## src/rtl/freq_meter_gated.sv

```systemverilog
// Gated frequency meter: counts synchronized rising edges of sig_in over a
// fixed window of GATE_CYCLES clocks and reports a saturating count.
module freq_meter_gated #(
  parameter int unsigned GATE_CYCLES = 100000000,
  parameter int unsigned GATE_W      = 27,
  parameter int unsigned COUNT_W     = 27
) (
  input  logic               clk_in,
  input  logic               rst,
  input  logic               sig_in,
  input  logic               continuous,
  input  logic               start,
  output logic [COUNT_W-1:0] freq_out,
  output logic               valid,
  output logic               overflow,
  output logic               busy
);

  typedef enum logic {
    IDLE = 1'b0,
    GATE = 1'b1
  } state_e;

  localparam logic [GATE_W-1:0]  GATE_LAST = GATE_W'(GATE_CYCLES - 1);
  localparam logic [COUNT_W-1:0] COUNT_MAX = '1;

  state_e               state_q, state_d;
  logic                 s1_q, s2_q, s3_q;
  logic [GATE_W-1:0]    gate_cnt_q, gate_cnt_d;
  logic [COUNT_W-1:0]   edge_cnt_q, edge_cnt_d;
  logic                 ovf_pend_q, ovf_pend_d;
  logic [COUNT_W-1:0]   freq_q, freq_d;
  logic                 ovf_q, ovf_d;
  logic                 valid_q, valid_d;
  logic                 rise;
  logic                 at_max;
  logic                 terminal;

  assign rise     = s2_q & ~s3_q;
  assign at_max   = (edge_cnt_q == COUNT_MAX);
  assign terminal = (gate_cnt_q == GATE_LAST);

  // s1/s2 resolve metastability; s3 delays s2 so a rise lasts one cycle.
  always_ff @(posedge clk_in or negedge rst) begin
    if (!rst) begin
      s1_q <= 1'b0;
      s2_q <= 1'b0;
      s3_q <= 1'b0;
    end else begin
      // NOTE: non-blocking so each flop samples its predecessor's old value.
      s1_q <= sig_in;
      s2_q <= s1_q;
      s3_q <= s2_q;
    end
  end

  always_comb begin
    // NOTE: every _d gets a hold default first so no path infers a latch.
    state_d    = state_q;
    gate_cnt_d = gate_cnt_q;
    edge_cnt_d = edge_cnt_q;
    ovf_pend_d = ovf_pend_q;
    freq_d     = freq_q;
    ovf_d      = ovf_q;
    valid_d    = 1'b0;

    case (state_q)
      IDLE: begin
        if (continuous || start) begin
          state_d    = GATE;
          gate_cnt_d = '0;
          edge_cnt_d = '0;
          ovf_pend_d = 1'b0;
        end
      end
      GATE: begin
        gate_cnt_d = gate_cnt_q + GATE_W'(1);
        if (rise && !at_max) begin
          edge_cnt_d = edge_cnt_q + COUNT_W'(1);
        end
        ovf_pend_d = ovf_pend_q | (rise & at_max);
        if (terminal) begin
          // The terminal cycle's rise is already folded into edge_cnt_d.
          freq_d     = edge_cnt_d;
          ovf_d      = ovf_pend_d;
          valid_d    = 1'b1;
          gate_cnt_d = '0;
          edge_cnt_d = '0;
          ovf_pend_d = 1'b0;
          if (!continuous) begin
            state_d = IDLE;
          end
        end
      end
      default: state_d = IDLE;
    endcase
  end

  always_ff @(posedge clk_in or negedge rst) begin
    if (!rst) begin
      state_q    <= IDLE;
      gate_cnt_q <= '0;
      edge_cnt_q <= '0;
      ovf_pend_q <= 1'b0;
      freq_q     <= '0;
      ovf_q      <= 1'b0;
      valid_q    <= 1'b0;
    end else begin
      state_q    <= state_d;
      gate_cnt_q <= gate_cnt_d;
      edge_cnt_q <= edge_cnt_d;
      ovf_pend_q <= ovf_pend_d;
      freq_q     <= freq_d;
      ovf_q      <= ovf_d;
      valid_q    <= valid_d;
    end
  end

  assign freq_out = freq_q;
  assign valid    = valid_q;
  assign overflow = ovf_q;
  assign busy     = (state_q == GATE);

endmodule

```

## config.mk

```make
export PLATFORM = sky130hd
export DESIGN_NAME = freq_meter_gated
export DESIGN_NICKNAME = d
export VERILOG_FILES = /design/src/rtl/freq_meter_gated.sv
export SDC_FILE = /design/constraint.sdc
export NUM_CORES = 1
export LEC_CHECK = 0
export ABC_AREA = 1
export CAP_MARGIN = 20
export CELL_PAD_IN_SITES_DETAIL_PLACEMENT = 1
export CELL_PAD_IN_SITES_GLOBAL_PLACEMENT = 1
export CORE_MARGIN = 2
export CORE_UTILIZATION = 41
export DETAILED_ROUTE_END_ITERATION = 6
export PLACE_DENSITY = 0.83
export SLEW_MARGIN = 25
export SYNTH_ARGS = -nofsm -noshare
export SYNTH_HDL_FRONTEND = slang
export SYNTH_SLANG_ARGS = --single-unit
export TNS_END_PERCENT = 10
```

## constraint.sdc

```tcl
create_clock -name clk_in -period 2.2 [get_ports clk_in]
set_clock_uncertainty 0.05 [all_clocks]
set_input_delay 0.22 -clock clk_in [delete_from_list [all_inputs] [get_ports clk_in]]
set_output_delay 0.22 -clock clk_in [all_outputs]
set_load 0.03 [all_outputs]
```

# == After elaboration in Yosys (flattened, before gate mapping) ==
# Index checks and enable logic that the tools add are counted.
# classes
magnitude_cmp,0
addsub,2
muxes,15
n_div,0
n_shift,0
n_mul,0
eq_ne,3
n_bitwise,5
n_reduce_logical,4
# ops
operator,n
2-to-1 mux 27 bit,4
one-hot mux 27 bit (2 select lines),2
adder 27 x 1 -> 27 bit (second input constant),2
equality test 27 bit (second input constant),2
2-to-1 mux 1 bit,7
one-hot mux 1 bit (2 select lines),2
bitwise AND 1 bit,2
!= test 2 bit (second input constant),1
inverter 1 bit,2
AND reduction 2 bit,1
logical AND 1 bit,1
logical NOT 1 bit,1
logical OR 1 bit,1
OR 1 bit,1
# totals
input_bits,5
output_inout_bits,30
memories,0
latch_bits,0
romBits,0
register_bits,88
ramBits,0
elab_cells,39

# == Logic depth before layout (Yosys ltp) ==
# Gate-level depths: netlist of run 1.
# logic_depth
word_depth,6
depth_mapped,13
mapped_depth_nobuf,12

# == Worst setup path before layout of run 1 ==
# OpenSTA, ideal clock, no wires.
# synth_path
path_kind,register to register
from,register edge_cnt_q[0]
to,register edge_cnt_q[10]
setup_time_ns,0.117
path_slack_ns,0.418
arrival_ns,1.615
path_stages_with_launch,14
t_required_ns,2.033
period_less_slack_ns,1.782
n_path_buf,1
path_cell_list,dfrtp_1 -> ha_1 -> inv_2 -> nor2_4 -> nand2_4 -> nor2_8 -> nand2_4 -> nand2_8 -> inv_2 -> buf_6 -> nand2_1 -> nand2_1 -> nand2_1 -> nand2_1
# synth_between
elab_chain_len,6
word_cells_on_any_way,7
classes_between,add/sub (1); eq/ne (1); mux (3); reduce/logical (2)
# synth_lines
element,line_no,source
from (decl),30,"logic [COUNT_W-1:0] edge_cnt_q, edge_cnt_d;"
from (signal assigned),111,edge_cnt_q <= edge_cnt_d;
branches (longest 3 deep; another with adder 27 x 1 -> 27 bit),--,
2-to-1 mux 27 bit *,78,if (rise && !at_max) begin
2-to-1 mux 27 bit *,82,if (terminal) begin
one-hot mux 27 bit (2 select lines) *,67,case (state_q)
# Every way passes the cells marked *.
# A chain may end at the register's enable or synchronous reset.

# == Worst setup path after layout of run 1 ==
# layout_path
from,register edge_cnt_q[1]
to,register edge_cnt_q[8]
# Same word-level chain as after synthesis.

==> results.txt, run 1 <==
----------------------------------------------------
[Run status]
  Outcome ... finished, final reports clean

[Critical path]
  Most frequent cell on the critical path ... sky130_fd_sc_hd__nand2_1
  Data required time of the critical path ... 2390 ps
  Kind of start point of the critical path ... flop
  Data arrival time at the worst-slack endpoint ... 2200 ps
  CP top delay family ... simple AND/OR/NAND/NOR gates
  Critical Path Slowest Stage Cell ... sky130_fd_sc_hd__dfrtp_1
  Worst setup EP type ... flop
  Critical path's largest stage delay ... 450 ps
  Worst Path Max Fanout ... 12
  CP bufs+invs ... 2
  Ordered cell list for the critical path ... ha_4 > inv_2 > nor2_4 > nand2_4 > nor2_8 > nand2_4 > nand2_8 > inv_2 > nand2_1 > nand2_1 > nand2_1 > nand2_1
  Category of the critical setup timing path ... reg -> reg

[Clock tree]
  Source-to-sink clock delay at the later pin of the worst-skew pair ... 350 ps
  Register clock-pin slew on the reported worst setup and hold paths ... 70 ps
  CTS max path bufs ... 2
  Depth of the CTS H-tree ... 3
  CTS tree ... built
  CTS sink count ... 88
  Master cell of the clock root buffer ... sky130_fd_sc_hd__clkbuf_16
  Clock buffers created by TritonCTS ... 9

[Die]
  Die Wd ... 116 µm
  Chip height ... 116 µm
  Number of top-level pins ... 35
  Overall die area ... between 10000 and 15000 µm²
  Standard-cell row count ... 41
  Core area ... 12500 µm²
  Initial Utilization ... 41.6%

[Synthesis]
  Yosys warnings ... 0
  Post-synth top area share ... 42.5%
  Post-Synthesis Cells ... 748
  Number of synthesized register bits ... 88
  Yosys cell types ... 32
  Sequential element share of the synthesized area ... a little over two fifths
  Cell area after synthesis ... 5180 µm²
  Synthesized area divided by synthesized cell count ... ~6.9 µm²
  Cell taking the most area after synthesis ... sky130_fd_sc_hd__dfrtp_1
  Area contributors post-synth ... sky130_fd_sc_hd__dfrtp_1 (42%), sky130_fd_sc_hd__nand2_1 (25%), sky130_fd_sc_hd__nand3_1 (5.0%)
  Number of nets in the synthesized netlist ... between 700 and 800

[STA]
  Endpoints failing setup ... 0
  Number of max-slew violations in the final report ... 0
  Fin Setup TNS ... 0 ps
  Final count of hold timing violations ... 0
  Max-Slew Margin vs Limit ... 46.8%
  Fmax ... 0.498 GHz
  Unrepaired setup endpoints after global routing ... no
  Final Hold Slack ... between 200 and 300 ps
  Tmin final ... 2010 ps
  Final Cycle Share ... 91.4%
  Worst Max-Slew Pin Slew ... 796 ps

[Route]
  First-iteration detailed-routing DRC count ... 217
  Number of antenna-violating nets in the routed design ... 0
  Routed wire length per instance ... between 15 and 20 µm
  Via count ... 5027
  DR vias/cell ... 5.20
  Pre-antenna DRT Iters ... 4
  Total wirelength of the detailed-routed design ... 16000 µm
  Remaining routing DRC violations ... 0

[Pwr]
  Internal power ... 0.00330 W
  Power density of the placed cells ... 785 nW/µm²
  Net switching power of the design ... 0.00154 W
  Combinational share of power ... 18.1%
  Switching fraction of total power ... 31.8%
  Clock network power share ... 38.1%
  VDD IR max ... 0.000410 V
  Reported leakage power ... ~3.0 nW
  Proportion of power drawn by flip-flops and latches ... 43.8%

[Place]
  Placed instance count ... around 950
  Final Wtd Congestion ... 0.933
  Post-DP HPWL ... 11500 µm
  Number of input and output port buffers inserted ... 34
  Post-Place Cell Area ... 5780 µm²

[Finish]
  Final #Nets ... 796
  Most frequent cells in the layout ... sky130_fd_sc_hd__nand2_1 (341), sky130_fd_sc_hd__dfrtp_1 (87), sky130_fd_sc_hd__nor2_1 (68)
  Number of standard cells in the layout, taps in and fillers out ... about 970
  Most common library cell in the layout ignoring fill and taps ... sky130_fd_sc_hd__nand2_1
  Fraction of final layout cells with drive strength greater than 1 ... 7.30%
  Layout overhead on the synthesized area ... 19.0%
  Total of fill cells in the finished design ... 1610
  Final instance area ... approximately 6200 µm²
  Number of diodes ... 0

[Job]
  Count of maximum capacitance violations ... 0

[GRT]
  Antenna violations before repair ... 0
  GRT Util Overall ... 24.8%
  Overflow after GRT ... 0
  Maximum number of pins on one net before global-route repair ... between 40 and 50
  Via count of the first global-routing pass ... ~5400
  Wire length of the first global-routing pass ... roughly 26000 µm

[Min path]
  Path type of the worst min-delay path ... in -> reg

----------------------------------------------------
==> per-stage QoR <==
stage | setup slack, ps | utilization, % | total power [W]
floorplan | 418 | - | 0.00269
global placement | 67.7 | 46.4 | 0.00292
detailed placement | 24.0 | 46.4 | 0.00299
CTS | 51.0 | 49.3 | 0.00487
global route | 42.4 | 49.5 | 0.00509
finish | 190 | 49.5 | 0.00484
==> worst paths after layout <==
check	start	endpoint	slack (ps)	cells past startpoint
worst min-delay path	sig_in	s1_q	260	1
worst max register to register	edge_cnt_q[1]	edge_cnt_q[8]	190	12
worst max-delay path	edge_cnt_q[1]	edge_cnt_q[8]	190	12
max in group asynchronous	rst	edge_cnt_q[0]	1140	3
min in group asynchronous	rst	freq_out[9]	300	2
worst min register to register	s1_q	s2_q	310	0
==> synth_stat cells <==
| library cell | instances |
|---|---|
| sky130_fd_sc_hd__inv_1 | 59 |
| sky130_fd_sc_hd__o21ai_2 | 4 |
| sky130_fd_sc_hd__xnor2_1 | 11 |
| sky130_fd_sc_hd__nand2_1 | 341 |
| sky130_fd_sc_hd__clkinv_1 | 2 |
| sky130_fd_sc_hd__nor4_1 | 2 |
| sky130_fd_sc_hd__nor2_2 | 3 |
| sky130_fd_sc_hd__dfrtp_1 | 88 |
| sky130_fd_sc_hd__ha_1 | 2 |
| sky130_fd_sc_hd__buf_2 | 5 |
| sky130_fd_sc_hd__o21bai_1 | 3 |
| sky130_fd_sc_hd__clkbuf_1 | 9 |
| sky130_fd_sc_hd__nand3b_1 | 3 |
| sky130_fd_sc_hd__nor3_1 | 15 |
| sky130_fd_sc_hd__nand2_4 | 3 |
| sky130_fd_sc_hd__buf_6 | 3 |
| sky130_fd_sc_hd__buf_4 | 2 |
| sky130_fd_sc_hd__nor2_8 | 1 |
| sky130_fd_sc_hd__nor3_2 | 1 |
| sky130_fd_sc_hd__nand3_1 | 52 |
| sky130_fd_sc_hd__o31ai_1 | 1 |
| sky130_fd_sc_hd__nor2_1 | 68 |
| sky130_fd_sc_hd__a21oi_1 | 1 |
| sky130_fd_sc_hd__nand2_2 | 4 |
| sky130_fd_sc_hd__nand3_2 | 1 |
| sky130_fd_sc_hd__nand2_8 | 1 |
| sky130_fd_sc_hd__inv_2 | 4 |
| sky130_fd_sc_hd__nand4_1 | 21 |
| sky130_fd_sc_hd__nor2_4 | 2 |
| sky130_fd_sc_hd__o21ai_0 | 14 |
| sky130_fd_sc_hd__xor2_1 | 13 |
| sky130_fd_sc_hd__o22ai_1 | 9 |
==> logic make-up after synthesis <==
logic type / count (synthesis) / share of synthesized area (%)
xor gates and xnor gates: 24 / 4.06
buffers and inverters: 84 / 6.78
adders and majority gates: 2 / 0.483
DFF: 88 / 42.5
and+or+nand+nor: 518 / 42.4
AOI/OAI and AO/OA: 32 / 3.79
==> power groups by stage <==
stage,Sequential (W),Combinational (W),Clock (W)
final,0.00212,0.000875,0.00185
after global routing,0.00215,0.00101,0.00193
after CTS,0.00211,0.000874,0.00188
after detailed placement,0.00213,0.000861,0
after global placement,0.00211,0.000808,0
after floorplan,0.00205,0.000641,0
==> timing repair <==
action	4_1_cts	5_1_grt
setup endpoints to repair	2	26
endpoints found under the hold margin	29	0
hold buffers	1	0
cloned	0	1
resized for setup	1	2
setup buffers	0	0
==> per-layer routing <==
metal / up-vias / share of wire (%) / global-route usage [%]
met3: 32 / 2.4 / 3.37
met4: 0 / 2.9 / 12.0
li1: 2436 / - / -
met5: - / 0 / 0
met1: 2483 / 42 / 28.0
met2: 76 / 52 / 45.8
==> cell type report <==
cell class | count | area (µm²) | area share [%]
Tap cell | 172 | 215 | 3.49
Multi-Input combinational cell | 577 | 2660 | 43.1
Clock buffer | 10 | 239 | 3.87
Inverter | 65 | 244 | 3.95
Clock inverter | 6 | 115 | 1.87
Timing Repair Buffer | 48 | 495 | 8.03
Sequential cell | 88 | 2200 | 35.7
==> state kept, by name, indices dropped and copies added (netlist names) <==
register,count
busy,1
edge_cnt_q,27
freq_out,27
gate_cnt_q,27
overflow,1
ovf_pend_q,1
s1_q,1
s2_q,1
s3_q,1
valid,1
(Power assumes the default switching activity.)
==> run 2, diff against run 1 <==
--- a/config.mk
+++ b/config.mk
@@ -13,6 +13,7 @@
 export CORE_UTILIZATION = 41
 export DETAILED_ROUTE_END_ITERATION = 6
 export PLACE_DENSITY = 0.83
+export SKIP_LAST_GASP = 1
 export SLEW_MARGIN = 25
 export SYNTH_ARGS = -nofsm -noshare
 export SYNTH_HDL_FRONTEND = slang
==> results of run 2 <==
The final DEF is identical to that of run 1; final timing and power are the same.
